$ cat src/rtl/vga_sync_decoder.sv
// Recovers pixel/line position from active-low hsync/vsync and tracks timing lock.
// Optional macro VGA_SYNC_ERRCNT_EN enables the saturating err_count counter.
module vga_sync_decoder #(
  parameter int unsigned HPIXELS     = 800,
  parameter int unsigned VLINES      = 521,
  parameter int unsigned HBP         = 144,
  parameter int unsigned HFP         = 784,
  parameter int unsigned VBP         = 31,
  parameter int unsigned VFP         = 511,
  parameter int unsigned LOCK_FRAMES = 2
) (
  input  logic        clk,
  input  logic        clr,
  input  logic        hsync,
  input  logic        vsync,
  output logic [9:0]  h_pos,
  output logic [9:0]  v_pos,
  output logic        vidon,
  output logic        locked,
  output logic        frame_start,
  output logic [10:0] line_len,
  output logic [7:0]  err_count
);

  localparam logic [10:0] HPIX_L = 11'(HPIXELS);
  localparam logic [10:0] VLIN_L = 11'(VLINES);
  localparam logic [9:0]  TMO_L  = 10'(HPIXELS + 15);
  localparam logic [9:0]  HBP_L  = 10'(HBP);
  localparam logic [9:0]  HFP_L  = 10'(HFP);
  localparam logic [9:0]  VBP_L  = 10'(VBP);
  localparam logic [9:0]  VFP_L  = 10'(VFP);
  localparam logic [3:0]  LOCK_L = 4'(LOCK_FRAMES);

  typedef enum logic [1:0] {
    ST_SEARCH,
    ST_ACQUIRE,
    ST_LOCKED
  } state_e;

  state_e      state_q;
  logic        hs_q;
  logic        vs_q;
  logic [9:0]  h_pos_q;
  logic [9:0]  v_pos_q;
  logic [10:0] line_len_q;
  logic        locked_q;
  logic        frame_start_q;
  logic [3:0]  good_q;
  logic        lines_ok_q;

  logic        hfall;
  logic        vfall;
  logic [10:0] h_inc;
  logic [10:0] v_inc;
  logic [3:0]  good_inc;
  logic        timeout;
  logic        line_bad;
  logic        frame_good;
  logic        frame_bad;
  logic        bad_evt;

  assign hfall    = hs_q & ~hsync;
  assign vfall    = vs_q & ~vsync;
  assign h_inc    = {1'b0, h_pos_q} + 11'd1;
  assign v_inc    = {1'b0, v_pos_q} + 11'd1;
  assign good_inc = good_q + 4'd1;
  assign timeout  = ~hfall & (h_pos_q == TMO_L);
  // The line ending in this cycle is judged before the frame, so a bad
  // closing line also spoils a coincident vsync fall.
  assign line_bad   = (hfall & (h_inc != HPIX_L)) | timeout;
  assign frame_good = vfall & (v_inc == VLIN_L) & lines_ok_q & ~line_bad;
  assign frame_bad  = vfall & ~frame_good;
  assign bad_evt    = line_bad | frame_bad;

  always_ff @(posedge clk) begin
    if (clr) begin
      state_q       <= ST_SEARCH;
      hs_q          <= 1'b1;
      vs_q          <= 1'b1;
      h_pos_q       <= '0;
      v_pos_q       <= '0;
      line_len_q    <= '0;
      locked_q      <= 1'b0;
      frame_start_q <= 1'b0;
      good_q        <= '0;
      lines_ok_q    <= 1'b1;
    end else begin
      hs_q <= hsync;
      vs_q <= vsync;
      // A timeout restarts the position count so it refires every period
      // while the sync stays stuck.
      if (hfall || timeout) h_pos_q <= '0;
      else if (h_pos_q != '1) h_pos_q <= h_pos_q + 10'd1;
      if (hfall) line_len_q <= h_inc;
      if (vfall) v_pos_q <= '0;
      else if (hfall && (v_pos_q != '1)) v_pos_q <= v_pos_q + 10'd1;
      if (vfall) lines_ok_q <= 1'b1;
      else if (line_bad) lines_ok_q <= 1'b0;
      frame_start_q <= 1'b0;

      case (state_q)
        ST_SEARCH: begin
          if (vfall) begin
            state_q <= ST_ACQUIRE;
            good_q  <= '0;
          end
        end
        ST_ACQUIRE: begin
          if (bad_evt) begin
            good_q <= '0;
          end else if (frame_good) begin
            frame_start_q <= 1'b1;
            good_q        <= good_inc;
            if (good_inc == LOCK_L) begin
              state_q  <= ST_LOCKED;
              locked_q <= 1'b1;
            end
          end
        end
        ST_LOCKED: begin
          if (bad_evt) begin
            state_q  <= ST_ACQUIRE;
            locked_q <= 1'b0;
            good_q   <= '0;
          end else if (frame_good) begin
            frame_start_q <= 1'b1;
          end
        end
        default: begin
          state_q  <= ST_SEARCH;
          locked_q <= 1'b0;
          good_q   <= '0;
        end
      endcase
    end
  end

`ifdef VGA_SYNC_ERRCNT_EN
  logic [7:0] err_q;
  logic       lock_lost;

  assign lock_lost = (state_q == ST_LOCKED) & bad_evt;

  always_ff @(posedge clk) begin
    if (clr) err_q <= '0;
    else if (lock_lost && (err_q != '1)) err_q <= err_q + 8'd1;
  end

  assign err_count = err_q;
`else
  assign err_count = '0;
`endif

  assign h_pos       = h_pos_q;
  assign v_pos       = v_pos_q;
  assign line_len    = line_len_q;
  assign locked      = locked_q;
  assign frame_start = frame_start_q;
  assign vidon       = locked_q & (h_pos_q > HBP_L) & (h_pos_q < HFP_L) &
                       (v_pos_q > VBP_L) & (v_pos_q < VFP_L);

endmodule

$ cat config.mk
export PLATFORM = sky130hd
export DESIGN_NAME = vga_sync_decoder
export DESIGN_NICKNAME = d
export VERILOG_FILES = /design/src/rtl/vga_sync_decoder.sv
export SDC_FILE = /design/constraint.sdc
export NUM_CORES = 1
export LEC_CHECK = 0
export ABC_AREA = 1
export BUFFER_PORTS_ARGS = -buffer_cell sky130_fd_sc_hd__buf_2
export CORE_ASPECT_RATIO = 0.7
export CORE_MARGIN = 2
export CORE_UTILIZATION = 41
export CTS_BUF_LIST = sky130_fd_sc_hd__clkbuf_2 sky130_fd_sc_hd__clkbuf_4 sky130_fd_sc_hd__clkbuf_8
export DETAILED_ROUTE_END_ITERATION = 6
export HOLD_SLACK_MARGIN = 0.05
export PLACE_DENSITY = 0.73
export SETUP_SLACK_MARGIN = 0.15
export SYNTH_ARGS = -nofsm -noshare
export SYNTH_HDL_FRONTEND = slang
export SYNTH_SLANG_ARGS = --single-unit
export TNS_END_PERCENT = 100
$ cat constraint.sdc
create_clock -name clk -period 2.6 [get_ports clk]
set_input_delay 0.65 -clock clk [delete_from_list [all_inputs] [get_ports clk]]
set_output_delay 0.65 -clock clk [all_outputs]
set_load 0.005 [all_outputs]
# After elaboration in Yosys (flattened, before gate mapping)
# Index checks and enable logic that the tools add are counted.
# word_totals
register_bits	42
in_bits	4
out_inout_bits	42
wordCells	81
# classes
add_sub_neg	5
magnitude_cmp	4
eq_ne	14
n_mux	17
bitwise_logic	21
n_reduce_logical	10
# ops
op	n
10-bit by 1-bit adder with 11-bit output (second input constant)	2
10-bit by 1-bit adder with 10-bit output (second input constant)	2
10-bit inequality test (second input constant)	2
4-bit two-way mux	4
1-bit bitwise AND	12
4-bit case mux with 3 select lines	1
11-bit by 10-bit == test with 1-bit output (second input constant)	1
11-bit by 10-bit inequality test with 1-bit output (second input constant)	1
10-bit == test (second input constant)	1
10-bit by 5-bit greater-than comparator with 1-bit output (second input constant)	1
10-bit by 8-bit greater-than comparator with 1-bit output (second input constant)	1
10-bit less-than comparator (second input constant)	1
10-bit by 9-bit less-than comparator with 1-bit output (second input constant)	1
2-bit two-way mux	5
2-bit inequality test (second input constant)	5
5-bit AND reduction	2
1-bit NOT	7
2-bit case mux with 3 select lines	1
2-bit OR reduction	3
1-bit two-way mux	5
4-bit by 1-bit adder with 4-bit output (second input constant)	1
4-bit by 2-bit == test with 1-bit output (second input constant)	1
3-bit inequality test (second input constant)	1
1-bit case mux with 3 select lines	1
8 further kinds	9

# Logic depth before layout (Yosys ltp)
# Gate-level depths: netlist (run 1).
# logic_depth
word_depth	12
ltp_mapped	18
mapped_depth_nobuf	18

# Worst setup path before layout (run 1)
# OpenSTA, ideal clock, no wires.
# synth_timing
path_type	reg2reg
start	reg h_pos_q[0], in the netlist h_pos[0]
end	reg state_q[0]
setup_time_ns	0.115
arrival_time_ns	1.869
required_ns	2.485
setup_slack_ns	0.616
stages_incl_launch_ff	17
cell_sequence	dfxtp_1 -> ha_1 -> nand2_1 -> nor2_2 -> nand2_1 -> nand2_1 -> nand2_2 -> nor2_2 -> nand3_2 -> nand2_4 -> nand3_4 -> nand2_4 -> nand2_4 -> nand2_4 -> nor2_4 -> a21oi_1 -> nor2_1
# synth_between
elab_chain_len	11
elab_cells_between_ends	15
classes_between	1 x add/sub; 5 x eq/ne; 8 x bitwise; 1 x reduce/logical
# synth_rtl
item	line	text
start: declaration	43	logic [9:0] h_pos_q;
start signal: assignment	93	else if (h_pos_q != '1) h_pos_q <= h_pos_q + 10'd1;
10-bit by 1-bit adder with 11-bit output	64	assign h_inc = {1'b0, h_pos_q} + 11'd1;
11-bit by 10-bit inequality test with 1-bit output	70	assign line_bad = (hfall & (h_inc != HPIX_L)) | timeout;
1-bit bitwise AND	70	
1-bit bitwise OR (*)	70	
1-bit NOT	71	assign frame_good = vfall & (v_inc == VLIN_L) & lines_ok_q & ~line_bad;
1-bit bitwise AND	71	
1-bit NOT	72	assign frame_bad = vfall & ~frame_good;
1-bit bitwise AND	72	
1-bit bitwise OR	73	assign bad_evt = line_bad | frame_bad;
2-bit inequality test (no line)	n/a	
5-bit AND reduction (no line) (*)	n/a	
end signal: assignment	77	state_q <= ST_SEARCH;
end signal: assignment	104	state_q <= ST_ACQUIRE;
end signal: assignment	115	state_q <= ST_LOCKED;
end: declaration	40	state_e state_q;
# Every way passes the cells marked *; elsewhere a longest branch is shown, timed or not.
# A chain may end at the register's enable or synchronous reset.

# Worst setup path after layout (run 1)
# layout_timing
start	reg h_pos_q[0], in the netlist h_pos[0]
end	out vidon
# layout_between
elab_chain_len	5
elab_cells_between_ends	6
classes_between	2 x order compare; 4 x bitwise
# layout_rtl
item	line	text
10-bit by 8-bit greater-than comparator with 1-bit output	159	assign vidon = locked_q & (h_pos_q > HBP_L) & (h_pos_q < HFP_L) &
1-bit bitwise AND	159	
1-bit bitwise AND (*) (2 in series)	159	
1-bit bitwise AND (*)	160	(v_pos_q > VBP_L) & (v_pos_q < VFP_L);
end: declaration	18	output logic vidon,
# Marks and branches as above.

==> metrics, run 1 <==
vias in the first global route just under 2000; Flop pwr share 0.463; DR iter-0 viols a little under 100; area taken by multi-input logic gates ~1300 sq um; Synth Cell Area 2390 sq um; register area share after synthesis 0.352; outcome finished, final reports clean; Tmin final 2.27 ns; grt total ovfl 0; width of the die 95.2 um; total number of vias 2187; First-pass DRT Iterations 4; Synth top area share 0.352; CTS sink cnt between 40 and 50; clock buffer count from CTS 5; sw frac 0.326; Starting Density 0.421; register area 841 sq um; WP data required 1.95 ns; area delta synth->final 14.0%; initial antenna violation count 0; Netlist cell types 32; Final ANT Viol Nets 0; Logic pwr share 0.251; CP endpoint kind output port; worst path arrival time between 1.5 and 2 ns; post-CTS setup buffer count 0; Nets between 300 and 400; CP bufs+invs 3; dpl hpwl ~4.2 mm; Fillers 573; Lkg Pwr 1.29 nW; yosys warns 0; final WL 5.36 mm; Seq cells post-synth 42; H-tree levels 2; Antenna Cells 0; Synth area leader dfxtp_1; Ports 46; post_cts resized 0; drc violations 0; final non-filler cell total 456; Overall Global Routing Usage 0.176; maximum vdd drop 0.270 mV; Clock Pin Slew Worst Setup and Hold Paths approximately 0.08 ns; clk root buf clkbuf_8; I/O Buffers 37; slowest CP cell dfxtp_1; Synth Instances 340; measured slew at the worst slew-check pin 0.524 ns; RSZ-0062 raised after global routing no; P_int roughly 1.1 mW; Die H between 60 and 70 um; Final Hold Fails 0; Placed Instances 448; CP Max Fanout 5; Max Transition Viols Final 0; total chip power 1.59 mW; first-pass GRT wire length 8.85 mm; Sw Pwr 0.517 mW; DIE AREA 6460 sq um; Clock power frac 0.286; Tcrit/Tclk final 0.874; setup tns final 0 ns; cts hold-fix bufs 0; Core ar. between 5000 and 6000 sq um; GPL Wtd Cong roughly 0.85; Area contributors post-synth dfxtp_1, nand2_1, inv_1; Hold Crit Class flip-flop to flip-flop; max incr delay on CP 0.39 ns; CTS tree done; PwrDens 583 nW/um^2; # setup viols final 0; achievable clock frequency 440 MHz; WL per Instance 11.8 um; delay-heaviest family, CP flip-flops; fraction of layout cells with a size suffix above 1 0.194; clk_skew approximately 0.0063 ns; worst skew pair latency 0.30 ns; # rows 23; headroom to the max-slew limit 0.650; # Max-Cap Violations 0; Syn Area/Cell 7.02 sq um; CP cell instances buf_4 > inv_1 > ha_1 > nand4_1 > a31oi_1 > nor3b_1 > buf_2; Max Root-Sink Buffers 2; largest net degree at the start of global routing 21; Worst Setup Start Kind flip-flop; Vias/cell 4.80; Crit Path Class flip-flop to output port
==> cells by family (layout without fill, tap and decap cells) <==
logic type,count (synthesis),in the layout,share of synthesized area
and+or+nand+nor,157,157,0.321
xor gates and xnor gates,4,4,0.0147
other,1,8,0.00157
adders and majority gates,11,11,0.0577
buffers and inverters,67,101,0.120
AOI/OAI and AO/OA,58,58,0.133
DFF,42,42,0.352
==> cell usage after synthesis <==
| master | number |
|---|---|
| buf_4 | 9 |
| a31oi_1 | 1 |
| a211oi_1 | 2 |
| o21ai_0 | 14 |
| o211ai_1 | 4 |
| xor2_1 | 3 |
| buf_2 | 1 |
| nor2_2 | 7 |
| nand3_2 | 5 |
| nor3b_1 | 1 |
| nand3_1 | 19 |
| nor2_1 | 29 |
| nand2_2 | 4 |
| clkbuf_1 | 4 |
| nand3b_1 | 1 |
| o21ai_1 | 2 |
| nand2_4 | 4 |
| conb_1 | 1 |
| nand2_1 | 73 |
| ha_1 | 11 |
| nand4_1 | 7 |
| o2111ai_1 | 1 |
| inv_2 | 2 |
| a21oi_2 | 1 |
| nand3_4 | 2 |
| o21bai_1 | 1 |
| xnor2_1 | 1 |
| inv_1 | 51 |
| nor2_4 | 1 |
| a21oi_1 | 32 |
| nor3_1 | 4 |
| dfxtp_1 | 42 |
==> registers in the layout, indices dropped and copies added (netlist names) <==
register,flops
frame_start,1
good_q,4
h_pos,10
hs_q,1
line_len,11
lines_ok_q,1
locked,1
state_q,2
v_pos,10
vs_q,1
==> per-stage QoR <==
stage	setup WS [ns]	utilization	area [sq um]	hold WS [ns]
after floorplan	0.616	-	2410	0.460
final	0.327	0.480	2720	0.492
after detailed placement	0.402	0.463	2630	0.483
after CTS	0.313	0.480	2720	0.494
after global placement	0.467	0.463	2630	0.471
after global routing	0.196	0.480	2720	0.525
==> area by class of cell <==
type,count,area share
Clock buffer,7,0.0331
Sequential cell,42,0.309
Timing Repair Buffer,40,0.0763
Tap cell,75,0.0345
Clock inverter,1,0.00184
Inverter,53,0.0731
Multi-Input combinational cell,238,0.472
==> worst paths after layout <==
check | startpoint | end | slack, ns | depth (start not counted)
max reg2reg | h_pos[0]$_SDFFE_PP0P_ | state_q[1]$_SDFFE_PP0P_ | 0.44 | 16
min reg2reg | lines_ok_q$_SDFFE_PP1P_ | lines_ok_q$_SDFFE_PP1P_ | 0.49 | 2
max | h_pos[0]$_SDFFE_PP0P_ | vidon | 0.33 | 7
min | lines_ok_q$_SDFFE_PP1P_ | lines_ok_q$_SDFFE_PP1P_ | 0.49 | 2
==> worst register-to-register path: cells and delay by family, from the launching register on <==
kind | cells | cell delay (ns)
AO/OA/AOI/OAI | 1 | 0.11
adder cells (fa/ha/maj) | 1 | 0.26
AND/OR/NAND/NOR | 14 | 1.30
flip-flops | 1 | 0.39
==> placed cells by master, fill, tap and decap left out, types with 8 or more instances in the layout <==
cell type and instances:
a21oi_1 32, conb_1 8, buf_2 37, o21ai_0 14
ha_1 11, nand2_1 73, nor2_1 29, dfxtp_1 42
nand3_1 19, inv_1 51
==> routing by layer <==
metal  up-vias  global-route usage  routed length [um]
li1       1157                   -                   -
met1       985               0.257                2870
met2        40               0.255                2230
met3         5              0.0396                 218
met4         0              0.0562                  47
met5         -                   0                   0
==> power groups by stage <==
stage / sequential [mW] / combinational [mW] / clock, mW
2_1_floorplan: 0.744 / 0.317 / 0
3_3_place_gp: 0.748 / 0.389 / 0
3_5_place_dp: 0.749 / 0.398 / 0
4_1_cts: 0.734 / 0.401 / 0.467
5_1_grt: 0.743 / 0.451 / 0.488
6_report: 0.735 / 0.398 / 0.454
Power figures use the tool's default switching activity.
==> inputs of run 2 (changes only) <==
--- a/config.mk
+++ b/config.mk
@@ -13,7 +13,7 @@
 export CTS_BUF_LIST = sky130_fd_sc_hd__clkbuf_2 sky130_fd_sc_hd__clkbuf_4 sky130_fd_sc_hd__clkbuf_8
 export DETAILED_ROUTE_END_ITERATION = 6
 export HOLD_SLACK_MARGIN = 0.05
-export PLACE_DENSITY = 0.73
+export PLACE_DENSITY = 0.72
 export SETUP_SLACK_MARGIN = 0.15
 export SYNTH_ARGS = -nofsm -noshare
 export SYNTH_HDL_FRONTEND = slang
==> run 2 against run 1 <==
Compared with the run above:
- setup slack got worse by 0.014 ns
- combinational power hardly changed
- largest cell class unchanged
- global-route usage increased by 0.23 points
- cell count unchanged
- sequential share of layout area down 0.48 points
- sequential power hardly changed
- first-iteration DRC count decreased by 19%
- routed wire length rose by 1.8%
- register-to-register slack about the same
- clock skew about the same
- critical path depth unchanged
- final area grew 1.6%
==> metrics, run 2 (synthesis gave the netlist of run 1 again) <==
reg2reg setup slack 0.43 ns; max FFs per register 11; Crit Path Class flip-flop to output port; WHS Endpoint lines_ok_q$_SDFFE_PP1P_; Worst R2R Start h_pos[0]$_SDFFE_PP0P_; RSZ-0062 raised after global routing no; commonest non-fill, non-tap cell in the layout nand2_1; Worst Setup Start Kind flip-flop; First-pass DRT Iterations 5; DR iter-0 viols between 70 and 80; post_cts resized 0; outcome finished, final reports clean; H-tree levels 2; worst path arrival time between 1.5 and 2 ns; final non-filler cell total 456; area delta synth->final 15.8%; total number of vias 2199; vias in the first global route slightly below 2000; final WL 5.46 mm; delay-heaviest family, CP flip-flops; # setup viols final 0; cts hold-fix bufs 0; achievable clock frequency 437 MHz; Post-DP Area 2630 sq um; clk_skew ~0.0058 ns; largest net degree at the start of global routing 21; Tmin final 2.29 ns; Antenna Cells 0; Core ar. 5670 sq um; pre-CTS setup slack 0.385 ns; DIE AREA 6460 sq um; Placed Instances 448; WL per Instance around 12 um; worst setup margin 0.313 ns; worst skew pair latency roughly 0.30 ns; dpl hpwl 4.19 mm; headroom to the max-slew limit 0.652; CP endpoint kind output port; post-CTS setup buffer count 0; met1 Use GR 0.278; clock buffer count from CTS 5; setup tns final 0 ns; PwrDens 637 nW/um^2; Fillers 585; CP cell instances buf_4 > inv_1 > ha_1 > nand4_1 > a31oi_1 > nor3b_1 > buf_2; I/O Buffers 37; measured slew at the worst slew-check pin between 0.5 and 0.6 ns; reg2reg path depth 15; Hold Crit Depth 2; Die H around 68 um; fraction of layout cells with a size suffix above 1 0.194; clk root buf clkbuf_8; CTS tree done; Overall Global Routing Usage 0.178; Final Hold Fails 0; Hold Crit Class flip-flop to flip-flop; GPL Wtd Cong 0.854; Max Root-Sink Buffers 2; # rows 23; commonest cells after routing, fill and taps aside nand2_1, inv_1, dfxtp_1; Clock Pin Slew Worst Setup and Hold Paths 0.08 ns; WP data required 1.95 ns; # Max-Cap Violations 0; maximum vdd drop 0.270 mV; Final Cell Area 2770 sq um; Lkg Pwr 1.31 nW; drc violations 0; grt met2 use 0.253; Max Transition Viols Final 0; Core Util, Final 0.488; CP Max Fanout 5; Tcrit/Tclk final 0.880; Ports 46; CTS sink cnt between 40 and 50; Vias/cell around 4.8; grt total ovfl 0; max incr delay on CP 0.41 ns; Final ANT Viol Nets 0; met3 global-route usage 0.0407; Nets 395; width of the die 95.2 um; Starting Density 0.421; first-pass GRT wire length ~9 mm; Hold Startpoint lines_ok_q$_SDFFE_PP1P_; slowest CP cell dfxtp_1; Worst R2R End state_q[0]$_SDFFE_PP0P_; CP bufs+invs 3; initial antenna violation count 0; GR peak layer met1
## run 2: worst min-delay path, delay by kind of cell (launching register included)
| kind | cells | cell delay, ns |
|---|---|---|
| flip-flops | 1 | 0.35 |
| AND/OR/NAND/NOR | 2 | 0.11 |
## run 2: cell type report
class,count,area (sq um),area share
clock buffer,5,68.8,0.0249
tap,75,93.8,0.0339
timing repair buffer,40,208,0.0751
multi-input combinational,238,1290,0.465
sequential,42,841,0.304
clock inverter,3,68.8,0.0249
inverter,53,199,0.0719
## run 2: how the worst max path moves through the flow
stage | depth (start not counted) | slack, ns | endpoint | startpoint
4_1_cts | 7 | 0.29 | vidon | h_pos[0]$_SDFFE_PP0P_
5_1_grt | 15 | 0.17 | good_q[1]$_SDFFE_PP0P_ | h_pos[0]$_SDFFE_PP0P_
3_5_place_dp | 15 | 0.38 | state_q[0]$_SDFFE_PP0P_ | vsync
6_report | 7 | 0.31 | vidon | h_pos[0]$_SDFFE_PP0P_
3_3_place_gp | 15 | 0.46 | state_q[0]$_SDFFE_PP0P_ | vsync
2_1_floorplan | 16 | 0.62 | state_q[0]$_SDFFE_PP0P_ | h_pos[0]$_SDFFE_PP0P_
## run 2: per-layer routing
layer  wire length, um  part of all wire  vias up
met3               346             0.063        4
met2              2270              0.42       57
li1                  -                 -     1150
met4                21            0.0038        0
met1              2820              0.52      988
met5                 0                 0        -
## run 2: metrics by stage
stage          hold slack, ns  power (mW)
6_report                0.494        1.76
3_3_place_gp            0.474        1.14
2_1_floorplan           0.460        1.06
3_5_place_dp            0.479        1.15
4_1_cts                 0.494        1.78
5_1_grt                 0.515        1.86
## run 2: power breakdown
group / switching [mW] / total (mW) / internal [mW]
clock: 0.241 / 0.626 / 0.385
combinational: 0.248 / 0.400 / 0.152
sequential: 0.0427 / 0.735 / 0.692
total: 0.532 / 1.76 / 1.23
==> inputs of run 3 (changes only) <==
==> constraint.sdc (replaced) <==
create_clock -name clk -period 2.6 [get_ports clk]
set_input_delay 0.65 -clock clk [delete_from_list [all_inputs] [get_ports clk]]
set_output_delay 0.65 -clock clk [all_outputs]
set_load 0.1 [all_outputs]
==> run 3 against run 2 <==
Compared with the run above:
- cell count decreased by 0.44%
- register-to-register slack improved by 0.07 ns
- non-clock buffer count decreased by 2
- via count about the same
- sequential power decreased by 0.8%
- largest cell class unchanged
- count of clock-buffer cells in the layout unchanged
- flip-flop and latch count unchanged
==> metrics, run 3 (synthesis gave the netlist of run 1 again) <==
WL per Instance 11.5 um; Tmin final 2.33 ns; WP data required 1.95 ns; First-pass DRT Iterations 5; Fillers 570; CTS sink cnt 42; Worst R2R End state_q[0]$_SDFFE_PP0P_; area delta synth->final 17.5%; Core ar. 5670 sq um; final non-filler cell total about 450; clk root buf clkbuf_8; total chip power 1.76 mW; Hold Crit Class flip-flop to flip-flop; Worst Setup Start Kind flip-flop; Core Util, Final 0.495; Placed Instances about 450; max incr delay on CP 0.36 ns; Nets 393; Hold Crit Depth 2; Final ANT Viol Nets 0; WHS Endpoint lines_ok_q$_SDFFE_PP1P_; CP cell instances ha_2 > nand2_1 > nor2_2 > nand2_1 > nor3b_4 > buf_4; headroom to the max-slew limit 0.665; initial antenna violation count 0; total number of vias 2200; cts hold-fix bufs 0; Max Transition Viols Final 0; Overall Global Routing Usage 0.173; outcome finished, final reports clean; Hold Startpoint lines_ok_q$_SDFFE_PP1P_; Ports 46; fraction of layout cells with a size suffix above 1 0.261; CP Max Fanout 5; DR iter-0 viols 115; Vias/cell just under 5; largest net degree at the start of global routing 21; Starting Density 0.421; commonest cells after routing, fill and taps aside nand2_1, inv_1, buf_2; # setup viols final 0; setup tns final 0 ns; reg2reg setup slack roughly 0.50 ns; GPL Wtd Cong 0.889; vias in the first global route 1970; reg2reg path depth 16; maximum vdd drop between 0.3 and 0.4 mV; Antenna Cells 0; CTS tree done; measured slew at the worst slew-check pin roughly 0.5 ns; clock buffer count from CTS 5; drc violations 0; Max Root-Sink Buffers 2; worst skew pair latency ~0.29 ns; achievable clock frequency 430 MHz; PwrDens ~630 nW/um^2; H-tree levels 2; Crit Path Class flip-flop to output port; Lkg Pwr 1.29 nW; clk_skew 0.00721 ns; Die H ~68 um; # rows 23; I/O Buffers 37; RSZ-0062 raised after global routing no; final WL between 5 and 6 mm; Final Hold Fails 0; commonest non-fill, non-tap cell in the layout nand2_1; dpl hpwl about 4.1 mm; slowest CP cell dfxtp_4; CP endpoint kind output port; width of the die about 95 um; first-pass GRT wire length around 8.8 mm; grt total ovfl 0; Tcrit/Tclk final 0.895; Clock Pin Slew Worst Setup and Hold Paths 0.09 ns; worst path arrival time 1.68 ns; most frequent CP cell nand2_1; Worst R2R Start h_pos[0]$_SDFFE_PP0P_; # Max-Cap Violations 0; max FFs per register 11; post-CTS setup buffer count 0; DIE AREA 6460 sq um
-- run 3: how the worst max path moves through the flow --
stage                                    endpoint             startpoint  depth (start not counted)
after floorplan                             vidon  h_pos[1]$_SDFFE_PP0P_                          5
after global placement    state_q[0]$_SDFFE_PP0P_                  vsync                         15
after detailed placement  state_q[1]$_SDFFE_PP0P_                  vsync                         15
after CTS                                   vidon  v_pos[0]$_SDFFE_PP0P_                          6
after global routing                        vidon  v_pos[0]$_SDFFE_PP0P_                          6
final                                       vidon  v_pos[0]$_SDFFE_PP0P_                          6
-- run 3: critical path, delay by kind of cell, from the launching register on --
kind | cells | cell delay, ns
buffers and inverters | 1 | 0.31
AND/OR/NAND/NOR | 4 | 0.52
adder cells (fa/ha/maj) | 1 | 0.19
flip-flops | 1 | 0.36
-- run 3: per-stage QoR --
step                area [sq um]  hold WS [ns]  setup slack [ns]
floorplan                   2510         0.460             0.134
global placement            2710         0.471             0.471
detailed placement          2710         0.478             0.389
CTS                         2800         0.491             0.272
global route                2800         0.520             0.186
finish                      2800         0.487             0.272
-- run 3: routing by layer --
metal | wire length, um | track usage | up-vias
li1 | - | - | 1144
met5 | 0 | 0 | -
met2 | 2140 | 0.258 | 60
met4 | 31 | 0.0380 | 0
met3 | 327 | 0.0374 | 2
met1 | 2740 | 0.255 | 994
-- run 3: area by class of cell --
class	instances	area (sq um)	share of cell area
multi-input combinational	238	1320	0.470
clock buffer	5	68.8	0.0245
inverter	53	201	0.0718
clock inverter	3	21.3	0.00759
sequential	42	905	0.323
timing repair buffer	38	195	0.0696
tap	75	93.8	0.0335
-- run 3: power breakdown --
group | internal [mW] | switching (mW) | total [mW]
Combinational | 0.153 | 0.455 | 0.608
Sequential | 0.683 | 0.0462 | 0.729
Clock | 0.189 | 0.237 | 0.426
Total | 1.02 | 0.739 | 1.76
-- run 3: repair_timing --
action                                  in CTS  in global routing
endpoints found under the setup margin       1                  0
resized for setup                            1                  0
endpoints found under the hold margin        0                  0
